===== config.mk =====
export PLATFORM = sky130hd
export DESIGN_NAME = instr_fetch_unit
export DESIGN_NICKNAME = d
export VERILOG_FILES = /design/src/rtl/instr_fetch_unit.sv
export SDC_FILE = /design/constraint.sdc
export NUM_CORES = 1
export LEC_CHECK = 0
export ABC_AREA = 1
export BUFFER_PORTS_ARGS = -buffer_cell sky130_fd_sc_hd__buf_2
export CAP_MARGIN = 10
export CORE_MARGIN = 2
export CORE_UTILIZATION = 28
export CTS_CLUSTER_SIZE = 10
export DETAILED_ROUTE_END_ITERATION = 6
export SYNTH_ARGS = -nofsm -noshare
export SYNTH_HDL_FRONTEND = slang
export SYNTH_SLANG_ARGS = --single-unit

===== constraint.sdc =====
create_clock -name clk -period 1.67 [get_ports clk]
set_input_delay 0.2505 -clock clk [delete_from_list [all_inputs] [get_ports clk]]
set_output_delay 0.2505 -clock clk [all_outputs]
set_load 0.01 [all_outputs]

===== src/rtl/instr_fetch_unit.sv =====
// Instruction fetch unit: PC owner, IR holder, req/ack fetch from memory.
// Optional fetch timeout is enabled by defining FETCH_TIMEOUT_EN.
module instr_fetch_unit #(
    parameter int ADDR_W  = 16,
    parameter int DATA_W  = 64,
    parameter int PC_STEP = 1,
    parameter int TIMEOUT = 15
) (
    input  logic              clk,
    input  logic              R,
    input  logic [15:0]       T,
    input  logic              pc_load,
    input  logic [ADDR_W-1:0] pc_in,
    output logic              mem_req,
    output logic [ADDR_W-1:0] mem_addr,
    input  logic              mem_ack,
    input  logic [DATA_W-1:0] mem_rdata,
    output logic [DATA_W-1:0] in_bus,
    output logic [ADDR_W-1:0] pc,
    output logic              fetch_busy,
    output logic              fetch_err
);

    typedef enum logic {
        IDLE = 1'b0,
        REQ  = 1'b1
    } state_t;

    state_t              r_state;
    state_t              w_state_nxt;
    logic                w_ack_fire;
    logic                w_abort;
    logic [ADDR_W-1:0]   r_pc;
    logic [ADDR_W-1:0]   r_pend_pc;
    logic                r_pend_valid;
    logic [DATA_W-1:0]   r_ir;
    logic                w_unused_t;

    // Only slot T[0] starts a fetch; the other slots belong to other units.
    assign w_unused_t = ^T[15:1];

`ifdef FETCH_TIMEOUT_EN
    localparam int CNT_W = $clog2(TIMEOUT + 1);
    logic [CNT_W-1:0]    r_cnt;
    logic                r_err;
    logic                w_tmo;

    assign w_tmo = (r_cnt == CNT_W'(TIMEOUT - 1));
`else
    logic                w_tmo;

    assign w_tmo = 1'b0;
`endif

    // State register; reset drops mem_req at once since it decodes from state.
    always_ff @(posedge clk or negedge R) begin
        if (!R) r_state <= IDLE;
        else    r_state <= w_state_nxt;
    end

    // Next state; an ack on the timeout cycle counts as normal completion.
    always_comb begin
        w_state_nxt = r_state;
        w_ack_fire  = 1'b0;
        w_abort     = 1'b0;
        unique case (r_state)
            IDLE: begin
                if (T[0]) w_state_nxt = REQ;
            end
            REQ: begin
                if (mem_ack) begin
                    w_state_nxt = IDLE;
                    w_ack_fire  = 1'b1;
                end else if (w_tmo) begin
                    w_state_nxt = IDLE;
                    w_abort     = 1'b1;
                end
            end
            default: w_state_nxt = IDLE;
        endcase
    end

    // PC, pending branch target and IR updates.
    always_ff @(posedge clk or negedge R) begin
        if (!R) begin
            r_pc         <= '0;
            r_pend_pc    <= '0;
            r_pend_valid <= 1'b0;
            r_ir         <= '0;
        end else if (w_ack_fire) begin
            r_ir         <= mem_rdata;
            r_pend_valid <= 1'b0;
            if (pc_load)           r_pc <= pc_in;
            else if (r_pend_valid) r_pc <= r_pend_pc;
            else                   r_pc <= r_pc + ADDR_W'(PC_STEP);
        end else if (w_abort) begin
            r_ir         <= '0;
            r_pend_valid <= 1'b0;
        end else if (pc_load) begin
            if (r_state == IDLE) begin
                r_pc <= pc_in;
            end else begin
                r_pend_pc    <= pc_in;
                r_pend_valid <= 1'b1;
            end
        end
    end

`ifdef FETCH_TIMEOUT_EN
    // Cycle counter for the current request; zero on the first REQ cycle.
    always_ff @(posedge clk or negedge R) begin
        if (!R)                 r_cnt <= '0;
        else if (r_state == REQ) r_cnt <= r_cnt + 1'b1;
        else                    r_cnt <= '0;
    end

    // Sticky timeout flag, cleared only by reset.
    always_ff @(posedge clk or negedge R) begin
        if (!R)          r_err <= 1'b0;
        else if (w_abort) r_err <= 1'b1;
    end

    assign fetch_err = r_err;
`else
    assign fetch_err = 1'b0;
`endif

    assign mem_req    = (r_state == REQ);
    assign fetch_busy = (r_state == REQ);
    assign mem_addr   = r_pc;
    assign pc         = r_pc;
    assign in_bus     = r_ir;

endmodule

Yosys cells after proc, flatten, opt, wreduce, memory -nomap -nowiden
Index checks and enable logic that the tools add are counted.
{"block": "totals", "romBits": 0, "ff_bits": 98, "out_inout_bits": 99, "n_memories": 0, "wordCells": 28, "mem_bits_rw": 0, "latchBits": 0}
{"block": "classes", "shift": 0, "order_cmp": 0, "div": 0, "mul": 0, "bitwise": 2, "n_addsub": 1, "eq_ne": 1, "n_reduce_logical": 5, "n_mux": 14}
{"operator": "16-bit two-way mux", "n": 5}
{"operator": "64-bit two-way mux", "n": 1}
{"operator": "16-bit by 1-bit adder with 16-bit output (second input constant)", "n": 1}
{"operator": "1-bit two-way mux", "n": 7}
{"operator": "2-bit AND reduction", "n": 2}
{"operator": "2-bit nonzero test", "n": 2}
{"operator": "3-bit AND reduction", "n": 1}
{"operator": "2-bit by 1-bit inequality test with 1-bit output (second input constant)", "n": 1}
{"operator": "1-bit NOT", "n": 2}
{"operator": "1-bit one-hot mux with 2 select lines", "n": 1}

Logic depth before layout (Yosys ltp)
Gate-level depths: netlist of the first run.
{"block": "logic_depth", "depth_word": 4, "depth_mapped": 9, "ltp_nobuf": 9}

Least setup slack after synthesis of the first run
Ideal clock, no wire load.
{"block": "synth_timing", "path_type": "register to register", "from": "register r_pc[0], in the netlist mem_addr[0]", "to": "register r_pc[8], in the netlist mem_addr[8]", "arrival_time_ns": 1.438, "synth_period_minus_slack_ns": 1.515, "n_path_buf": 0, "setup_time_ns": 0.077, "slack_ns": 0.155, "stages_incl_launch_ff": 9, "path_cell_list": "dfrtp_1 ha_1 nand2_1 nor2_2 nand2_1 or2_2 nand3_1 nand2_1 a21oi_1"}
{"block": "synth_via", "elab_chain_len": 4}
{"item": "from (decl)", "line_no": "33", "text": "logic [ADDR_W-1:0] r_pc;"}
{"item": "from (signal assigned)", "line_no": "93", "text": "if (pc_load) r_pc <= pc_in;"}
{"item": "from (signal assigned)", "line_no": "94", "text": "else if (r_pend_valid) r_pc <= r_pend_pc;"}
{"item": "from (signal assigned)", "line_no": "95", "text": "else r_pc <= r_pc + ADDR_W'(PC_STEP);"}
{"item": "16-bit by 1-bit adder with 16-bit output", "line_no": "95"}
{"item": "16-bit two-way mux", "line_no": "94"}
{"item": "16-bit two-way mux", "line_no": "93"}
{"item": "16-bit two-way mux", "line_no": "90", "text": "end else if (w_ack_fire) begin"}
No other way between the ends.
A chain may end at the register's enable or synchronous reset.

Worst setup path after layout of the first run
{"block": "layout_timing", "from": "register r_pc[0], in the netlist mem_addr[0]", "to": "register r_pc[10], in the netlist mem_addr[10]"}
The elaborated chain is that of the path after synthesis.

==> results of run 1 <==
==> power groups by stage <==
stage | clock network [mW] | logic (mW) | registers, mW
after floorplan | 0 | 1.15 | 3.49
after global placement | 0 | 2.20 | 3.31
after detailed placement | 0 | 2.23 | 3.30
after CTS | 2.11 | 2.22 | 3.28
after global routing | 2.19 | 2.48 | 3.36
final | 2.02 | 2.19 | 3.28
==> area by class of cell <==
cell class                 instances  area [sq um]  share of cell area (%)
clock buffer                      10           239                    4.04
tap                              216           270                    4.57
clock inverter                     6          51.3                   0.868
timing repair buffer             199          1120                    18.9
multi-input combinational        385          1680                    28.3
sequential                        98          2450                    41.5
inverter                          28           105                    1.78
==> critical path: stages (launching register included) <==
cell and delay, ns:
dfrtp_1 0.35, ha_1 0.18, nand2_1 0.09, nor2_1 0.31, nand2_1 0.15, nand2_1 0.08
nand2_1 0.05, o21ai_1 0.12, a21oi_1 0.07
==> worst paths after layout <==
path                                    start            end  slack (ns)  depth (start not counted)
worst max-delay path              mem_addr[0]   mem_addr[10]        0.16                          8
worst min-delay path            mem_rdata[15]     in_bus[15]        0.09                          3
worst max register to register    mem_addr[0]   mem_addr[10]        0.16                          8
worst min register to register      in_bus[1]      in_bus[1]        0.47                          2
max in group asynchronous                   R  r_pend_pc[10]        0.77                          3
min in group asynchronous                   R     in_bus[63]        0.38                          2
==> cells in the mapped netlist <==
library cell / number
buf_2: 11
clkbuf_1: 13
dfrtp_1: 98
xor2_1: 3
nand2_2: 1
conb_1: 1
mux2_2: 9
o211ai_1: 1
buf_1: 1
or2_1: 1
buf_6: 1
nand4_1: 3
ha_1: 1
o21ai_0: 12
nand2_1: 239
nor2_2: 1
a21oi_2: 3
a22oi_1: 2
a31oi_1: 1
nand3_1: 16
a21oi_1: 38
or2_2: 1
nor2_1: 50
inv_1: 28
buf_4: 18
o21ai_1: 1
a22oi_2: 1
==> sequential cells by signal, indices dropped and copies added (netlist names) <==
signal	flops
r_pend_valid	1
fetch_busy	1
mem_addr	16
in_bus	64
r_pend_pc	16
==> per-stage QoR <==
step	utilization, %	hold slack [ns]	setup WS, ns
after floorplan	-	-0.0451	0.155
after global placement	35.6	0.223	0.190
after detailed placement	35.6	0.230	0.155
after CTS	37.5	0.0723	0.140
after global routing	37.5	0.0842	0.00658
final	37.5	0.0885	0.160
==> cells by family (layout without fill, tap and decap cells) <==
| kind of cell | count (synthesis) | after routing | synth area share [%] |
|---|---|---|---|
| muxes | 9 | 9 | 2.26 |
| xor gates and xnor gates | 3 | 3 | 0.586 |
| and+or+nand+nor | 312 | 312 | 26.9 |
| AOI/OAI and AO/OA | 59 | 59 | 7.19 |
| DFF | 98 | 98 | 54.7 |
| adders and majority gates | 1 | 1 | 0.279 |
| other | 1 | 1 | 0.0836 |
| buffers and inverters | 72 | 243 | 8.00 |
==> layer usage <==
metal | part of all wire, % | wire length (um)
met3 | 6.9 | 821
met4 | 1.7 | 208
met5 | 0 | 0
met2 | 45 | 5430
met1 | 46 | 5490
==> repair_timing <==
| action | CTS | global route |
|---|---|---|
| gates resized for setup | 0 | 1 |
| hold endpoints to repair | 24 | 0 |
| hold buffers | 1 | 0 |
| setup endpoints to repair | 0 | 1 |
==> metrics.cfg, run 1 <==
[outcome]
status=finished, final reports clean

[pwr]
ir_worst_vdd_uv=516
p_int_mw=4.88
clkPwrFrac_pct=27.0
p_leak_nw=3.27
pwr-share-comb_pct=29.2
power_switching_share_pct=34.8
p_seq_share_pct=43.8
pwr_density_cell_nw_per_um2=1270
p_switching_mw=2.60
finalPower_mw=7.49

[grt]
grt_pass1_wl_um=19100
grt_use_met1_pct=18.9
grt_max_degree=66
grt.overflow.total=0
grt_pass1_vias=3828
top_usage_layer=met2
antenna_found_initial=0
use_met2_pct=22.8
gr-usage-met3_pct=3.66
grt_use_total_pct=14.4

[setup_path]
worstPathRequired_ns=1.90
crit_fanout=4
critPathLaunchType=flop
cp.arrival_ns=1.74
end_kind=flop
path_class=reg -> reg

[placed_design]
dpl-instance-area_sq_um=5610
dp.final_hpwl_um=8300
gp_congestion=0.773
numPlacedInstances=925
portBuffers=182

[clocking]
clock_sinks=98
h-tree-depth=3
cts_setup_buffers=0
clk_pin_slew_ns=0.08
clkLatencyLatePin_ns=0.35
tritoncts=yes
cts-root-buf=clkbuf_16
cts_buffer_depth=2
cts_buffers=9

[final_layout]
final_nets=822
diodes=0
layoutNonFillerInstCount=942
final_cell_mix=nand2_1 (239), buf_2 (181), dfrtp_1 (98)
syn_to_final_growth_pct=31.8
final_common_cell=nand2_1
finish.instance_area_sq_um=5910
fillers=1695
layout-drive-gt1-share_pct=32.0

[timing]
fin_skew_ns=0.00639
slew_headroom_pct=54.1
tightest_slew_ns=0.688
slew_violations=0
setup_viol=0
clock.fmax_mhz=662
finalHoldViolations=0
min_period_ns=1.51
final.setup.tns_ns=0
grt_setup_unrepaired=false
fin_crit_sh_pct=90.4

[routing]
via_per_inst=4.27
route.detailed.drc=0
dr.pass1.iters=4
routed_wl_um=12000
num_vias=4024
post_drt_wl_per_cell_um=12.7
initialDrtViolationCount=167
route.antenna.remaining_nets=0

[logic_synthesis]
synthCells=555
synth_fp_nets=656
yosysSeqAreaShare_pct=54.7
yosys-top-cells-area=dfrtp_1 (55%), nand2_1 (20%), a21oi_1 (4.2%)
synth_top_area_cell=dfrtp_1
syn-cell-area_sq_um=4490
avgSynthCellArea_sq_um=8.08
yosysUniqueCellTypes=27
ys_ff_latch=98
synth_top_area_share_pct=54.7
ys_warn_count=0

[flow_run]
maxCapViolations=0

[floorplanning]
io_pins=199
die-area_sq_um=17100
die_y_um=131
dieWidth_um=131
initial_utilization_pct=28.5
num_rows=46
coreArea_sq_um=15800

[hold_path]
hold_path_class=in -> reg

(Power assumes the default switching activity.)
==> inputs of run 2 (changes only) <==
--- a/config.mk
+++ b/config.mk
@@ -12,6 +12,8 @@
 export CORE_UTILIZATION = 28
 export CTS_CLUSTER_SIZE = 10
 export DETAILED_ROUTE_END_ITERATION = 6
+export GPL_TIMING_DRIVEN = 0
+export PLACE_DENSITY = 0.58
 export SYNTH_ARGS = -nofsm -noshare
 export SYNTH_HDL_FRONTEND = slang
 export SYNTH_SLANG_ARGS = --single-unit
==> run 2 against run 1 <==
Sequential share of layout area fell by 1.1 points. First-iteration DRC count rose by 10%. Clock skew barely moved. Clock power rose by 4%. Wire length rose by 5.6%. Largest power group unchanged. Critical path type unchanged. Cell area rose by 2.9%.
==> metrics.cfg, run 2 (synthesis results as in run 1) <==
[flow_run]
maxCapViolations=0  ; unchanged

[routing]
post_drt_wl_per_cell_um=12.9  ; +2.1%
routed_wl_um=12600  ; +5.6%
dr.pass1.iters=4  ; unchanged
route.antenna.remaining_nets=0  ; unchanged
initialDrtViolationCount=184  ; +10%
via_per_inst=4.28  ; +0.19%
num_vias=4173  ; +3.7%
route.detailed.drc=0  ; unchanged

[timing]
tightest_slew_ns=0.636  ; -0.0526 ns
hold_ws_ns=0.0896  ; +0.00110 ns
slew_headroom_pct=57.6  ; +3.5 points
setup_viol=0  ; unchanged
fin_crit_sh_pct=91.2  ; +0.79 points
finalHoldViolations=0  ; unchanged
clock.fmax_mhz=657  ; -0.87%
min_period_ns=1.52  ; +0.0132 ns
fin_skew_ns=0.00680  ; +0.000411 ns
slew_violations=0  ; unchanged

[clocking]
tritoncts=yes
clock_sinks=98  ; unchanged
clkLatencyLatePin_ns=0.35  ; about the same
cts_buffers=9  ; unchanged
h-tree-depth=3  ; unchanged
cts_buffer_depth=2  ; unchanged
cts-root-buf=clkbuf_16
clk_pin_slew_ns=0.07  ; about the same

[final_layout]
fillers=1667  ; -1.7%
final_common_cell=nand2_1
layout-drive-gt1-share_pct=34.0  ; +2.0 points
largest_reg_flops=64  ; unchanged
syn_to_final_growth_pct=35.6
finish.instance_area_sq_um=6080  ; +2.9%
layoutNonFillerInstCount=975  ; +3.5%
postLayoutCoreUtil_pct=38.6  ; +1.1 points
final_cell_mix=nand2_1 (238), buf_2 (189), dfrtp_1 (96)
diodes=0  ; unchanged
final_nets=855  ; +4.0%

[floorplanning]
coreArea_sq_um=15800  ; unchanged
num_rows=46  ; unchanged
dieWidth_um=131  ; unchanged
die-area_sq_um=17100  ; unchanged
io_pins=199  ; unchanged
die_y_um=131  ; unchanged
initial_utilization_pct=28.5  ; unchanged

[setup_path]
r2r-start=fetch_busy
cp.arrival_ns=1.75  ; about the same
endpoint=r_pend_pc[14]
cp_slowest_cell=dfrtp_2
worstSetupStartpoint=fetch_busy
crit_fanout=10  ; +6
r2r_cells=4  ; -4
r2r_end=r_pend_pc[14]
crit_path_max_incr_delay_ns=0.45  ; +0.10 ns
r2r_slack_ns=0.15  ; about the same
worstPathRequired_ns=1.90  ; about the same
crit_buf_inv=1  ; +1
critPathLaunchType=flop
end_kind=flop
worst-path-stages=4  ; -4
path_class=reg -> reg
crit_chain=nand2_2 -> nand3_1 -> buf_4 -> mux2_2
path_delay_family=flip-flops

[pwr]
power_switching_share_pct=34.2  ; -0.61 points
p_switching_mw=2.65  ; +1.9%
pwr-share-comb_pct=30.2  ; +1.0 points
finalPower_mw=7.77  ; +3.7%
p_seq_share_pct=42.6  ; -1.2 points
clkPwrFrac_pct=27.2  ; +0.2 points
ir_worst_vdd_uv=495  ; -4.0%
pwr_density_cell_nw_per_um2=1280  ; +0.79%
p_leak_nw=3.37  ; +3.2%
p_int_mw=5.11  ; +4.7%

[hold_path]
hold_path_class=in -> reg

[grt]
grt_pass1_vias=4106  ; +7.3%
grt.overflow.total=0  ; unchanged
grt_max_degree=54  ; -18%
antenna_found_initial=0  ; unchanged
grt_pass1_wl_um=20400  ; +6.9%
grt_use_total_pct=15.5  ; +1.1 points

[placed_design]
dp.final_hpwl_um=9360  ; +13%
gp_congestion=0.806  ; +4.3%
numPlacedInstances=953  ; +3.0%
dpl-instance-area_sq_um=5690  ; +1.4%
portBuffers=181  ; -0.55%

[outcome]
status=finished, final reports clean

## run 2: cell count changes in the layout (fill, tap and decap cells not counted), sizes merged
cell      delta
buf         +21
clkbuf      +13
clkinv       +2
clkinvlp     -2
inv          -2
bufinv       +1
## run 2: power groups by stage
stage / Clock, mW / Sequential [mW] / Combinational, mW
floorplan: 0 / 3.49 / 1.15
global placement: 0 / 3.35 / 2.28
detailed placement: 0 / 3.34 / 2.31
CTS: 2.18 / 3.32 / 2.31
global route: 2.25 / 3.39 / 2.68
finish: 2.11 / 3.31 / 2.35
## run 2: metal layers
metal | vias to the layer above | wire [um] | GRT usage (%)
met1 | 1894 | 5680 | 19.6
met5 | - | 0 | 0
met4 | 0 | 251 | 7.01
met2 | 156 | 5620 | 23.8
met3 | 16 | 1070 | 5.37
li1 | 2107 | - | -
## run 2: how the worst min path moves through the flow
stage	startpoint	endpoint	slack, ns	depth (start not counted)
6_report	mem_rdata[37]	in_bus[37]	0.09	3
5_1_grt	mem_rdata[36]	in_bus[36]	0.09	3
4_1_cts	mem_rdata[36]	in_bus[36]	0.07	3
3_5_place_dp	R	in_bus[39]	0.31	1
3_3_place_gp	mem_rdata[22]	in_bus[22]	0.45	3
2_1_floorplan	R	fetch_busy	-0.05	0
## run 2: tightest hold or removal path: stages
cell and delay (ns):
buf_2 0.07, nand2_1 0.04, nand2_1 0.04
## run 2: per-stage QoR
| step | setup TNS, ns | setup WS, ns |
|---|---|---|
| floorplan | 0 | 0.155 |
| global placement | -79.38 | -0.808 |
| detailed placement | -1.12 | -0.118 |
| CTS | 0 | 0.0304 |
| global route | -0.000771 | -0.000771 |
| finish | 0 | 0.147 |
## run 2: cell type report
class | count | area, sq um | area share [%]
Clock buffer | 11 | 233 | 3.83
Multi-Input combinational cell | 385 | 1700 | 27.9
Sequential cell | 98 | 2450 | 40.4
Buffer | 43 | 262 | 4.30
Clock inverter | 5 | 65.1 | 1.07
Inverter | 28 | 109 | 1.79
Timing Repair Buffer | 189 | 991 | 16.3
Tap cell | 216 | 270 | 4.44
## run 2: timing repair
action | in CTS | in global routing
hold buffers | 1 | 0
endpoints found under the setup margin | 18 | 50
gates resized for setup | 3 | 17
endpoints found under the hold margin | 45 | 0
setup buffers | 0 | 6
pin swaps | 0 | 1
==> inputs of run 3 (changes only) <==
--- a/config.mk
+++ b/config.mk
@@ -14,6 +14,7 @@
 export DETAILED_ROUTE_END_ITERATION = 6
 export GPL_TIMING_DRIVEN = 0
 export PLACE_DENSITY = 0.58
+export SETUP_SLACK_MARGIN = 0.5
 export SYNTH_ARGS = -nofsm -noshare
 export SYNTH_HDL_FRONTEND = slang
 export SYNTH_SLANG_ARGS = --single-unit
==> run 3 against run 2 <==
The flow now finishes with violations (hold timing). Largest power group is now combinational cells. Final cell count increased by 6.6%. Highest routed layer is now met5. Setup slack improved by 0.030 ns. Die area unchanged. Sequential share of layout area decreased by 8.3 points. Cell area increased by 27%. Utilization increased by 10 points. Global-route usage increased by 0.75 points. Largest cell class unchanged.
==> metrics.cfg, run 3 (synthesis results as in run 1) <==
[outcome]
status=finished, violations left
failed_checks=hold timing

[routing]
post_drt_wl_per_cell_um=14.0  ; +8.2%
via_per_inst=4.41  ; +3.0%
route.detailed.drc=0  ; unchanged
routed_wl_um=14600  ; +15%
num_vias=4580  ; +9.8%
route.antenna.remaining_nets=0  ; unchanged
initialDrtViolationCount=190  ; +3.3%
dr.pass1.iters=4  ; unchanged

[pwr]
p_int_mw=6.15  ; +20%
pwr-share-comb_pct=40.5  ; +10 points
p_leak_nw=4.04  ; +20%
ir_worst_vdd_uv=513  ; +3.6%
pwr_density_cell_nw_per_um2=1220  ; -4.6%
clkPwrFrac_pct=23.4  ; -3.8 points
p_seq_share_pct=36.0  ; -6.6 points
p_switching_mw=3.22  ; +22%
power_switching_share_pct=34.4  ; +0.21 points

[flow_run]
maxCapViolations=0  ; unchanged

[grt]
grt_pass1_wl_um=21200  ; +3.8%
grt_max_degree=60  ; +11%
grt_use_total_pct=16.2  ; +0.75 points
antenna_found_initial=2  ; +2
grt_pass1_vias=4186  ; +1.9%
grt.overflow.total=0  ; unchanged

[placed_design]
gp_congestion=0.777  ; -3.6%
numPlacedInstances=953  ; unchanged
dp.final_hpwl_um=9260  ; -1.0%
portBuffers=181  ; unchanged

[setup_path]
crit_fanout=3  ; -7
path_class=reg -> out
r2r-start=mem_addr[1]
cp.arrival_ns=1.24  ; -0.51 ns
end_kind=primary output
r2r_end=mem_addr[8]
r2r_cells=8  ; +4
critPathLaunchType=flop
r2r_slack_ns=0.21  ; +0.06 ns
worstPathRequired_ns=1.42  ; -0.48 ns

[timing]
final.setup.tns_ns=0  ; unchanged
grt_setup_unrepaired=true
fin_crit_sh_pct=89.4  ; -1.8 points
slew_headroom_pct=59.3  ; +1.7 points
tightest_slew_ns=0.610  ; -0.0258 ns
finalHoldViolations=39  ; +39
min_period_ns=1.49  ; -0.0305 ns
clock.fmax_mhz=670  ; +2.0%
setup_viol=0  ; unchanged
fin_skew_ns=0.00968  ; +0.00288 ns
hold_ws_ns=-0.122  ; -0.211 ns
slew_violations=0  ; unchanged

[floorplanning]
dieWidth_um=131  ; unchanged
coreArea_sq_um=15800  ; unchanged
die_y_um=131  ; unchanged
num_rows=46  ; unchanged
initial_utilization_pct=28.5  ; unchanged
die-area_sq_um=17100  ; unchanged
io_pins=199  ; unchanged

[final_layout]
layoutNonFillerInstCount=1039  ; +6.6%
final_cell_mix=nand2_1 (172), buf_2 (148), dfrtp_1 (84)
final_nets=919  ; +7.5%
final_common_cell=nand2_1
fillers=1550  ; -7.0%
diodes=0  ; unchanged
syn_to_final_growth_pct=71.7
layout-drive-gt1-share_pct=54.3  ; +20 points
largest_reg_flops=64  ; unchanged

[clocking]
tritoncts=yes
cts-root-buf=clkbuf_16
clkLatencyLatePin_ns=0.36  ; about the same
h-tree-depth=3  ; unchanged
cts_buffer_depth=2  ; unchanged
clock_sinks=98  ; unchanged
cts_buffers=9  ; unchanged
clk_pin_slew_ns=0.07  ; about the same

[hold_path]
hold_path_class=in -> async

## run 3: cell types whose count changed in the layout (fill, tap and decap cells not counted), moves of 11 or more
| cell | delta |
|---|---|
| buf_2 | -41 |
| buf_4 | +14 |
| buf_6 | +77 |
| dfrtp_1 | -12 |
| dfrtp_2 | +12 |
| nand2_1 | -66 |
| nand2_2 | +55 |
| nand2_4 | +11 |
| nor2_1 | -15 |
| nor2_4 | +12 |
## run 3: how the worst max path moves through the flow
stage	start	to	slack (ns)	cells after the start
final	mem_addr[1]	pc[1]	0.18	4
after global routing	mem_addr[1]	mem_addr[8]	0.12	8
after CTS	fetch_busy	mem_req	0.26	3
after detailed placement	mem_addr[1]	mem_addr[10]	0.1	8
after global placement	R	fetch_busy	-0.99	1
after floorplan	mem_addr[1]	mem_addr[8]	0.23	8
## run 3: worst max-delay path: stages (launching register included)
cell and delay [ns]:
dfrtp_1 0.44, buf_6 0.14, buf_6 0.11, buf_6 0.10
buf_6 0.11
## run 3: metrics by stage
stage | utilization [%] | setup WS [ns] | total power [mW] | instance area (sq um)
after floorplan | - | 0.235 | 4.69 | 4570
after global placement | 36.4 | -0.989 | 5.68 | 5750
after detailed placement | 36.6 | 0.0960 | 5.71 | 5780
after CTS | 43.2 | 0.258 | 8.68 | 6810
after global routing | 48.8 | 0.120 | 9.94 | 7700
final | 48.8 | 0.178 | 9.38 | 7700
## run 3: power groups by stage
stage	clock [mW]	combinational, mW	sequential [mW]
after floorplan	0	1.20	3.50
after global placement	0	2.32	3.36
after detailed placement	0	2.36	3.35
after CTS	2.27	3.07	3.33
after global routing	2.35	4.14	3.45
final	2.20	3.80	3.38
## run 3: final cells by class
| class | instances | area [sq um] | share of cell area [%] |
|---|---|---|---|
| inverters | 28 | 110 | 1.43 |
| clock buffers | 9 | 225 | 2.92 |
| plain buffers | 44 | 482 | 6.25 |
| repair buffers | 252 | 1950 | 25.3 |
| flip-flops and latches | 98 | 2470 | 32.1 |
| clock inverters | 7 | 83.8 | 1.09 |
| multi-input cells | 385 | 2110 | 27.4 |
| well taps | 216 | 270 | 3.51 |
## run 3: what timing repair did
action                                  4_1_cts  5_1_grt
pin swaps                                    23       68
endpoints found under the setup margin      134      147
setup buffers                                25       36
endpoints found under the hold margin        39       39
resized for setup                           128      134
gates cloned                                  1        8
## run 3: metal layers
layer	GRT usage [%]	wire, um	vias up
met5	0	13	-
met4	6.82	293	2
met3	4.60	1150	18
met2	26.7	7160	181
met1	20.0	5940	2134
li1	-	-	2245
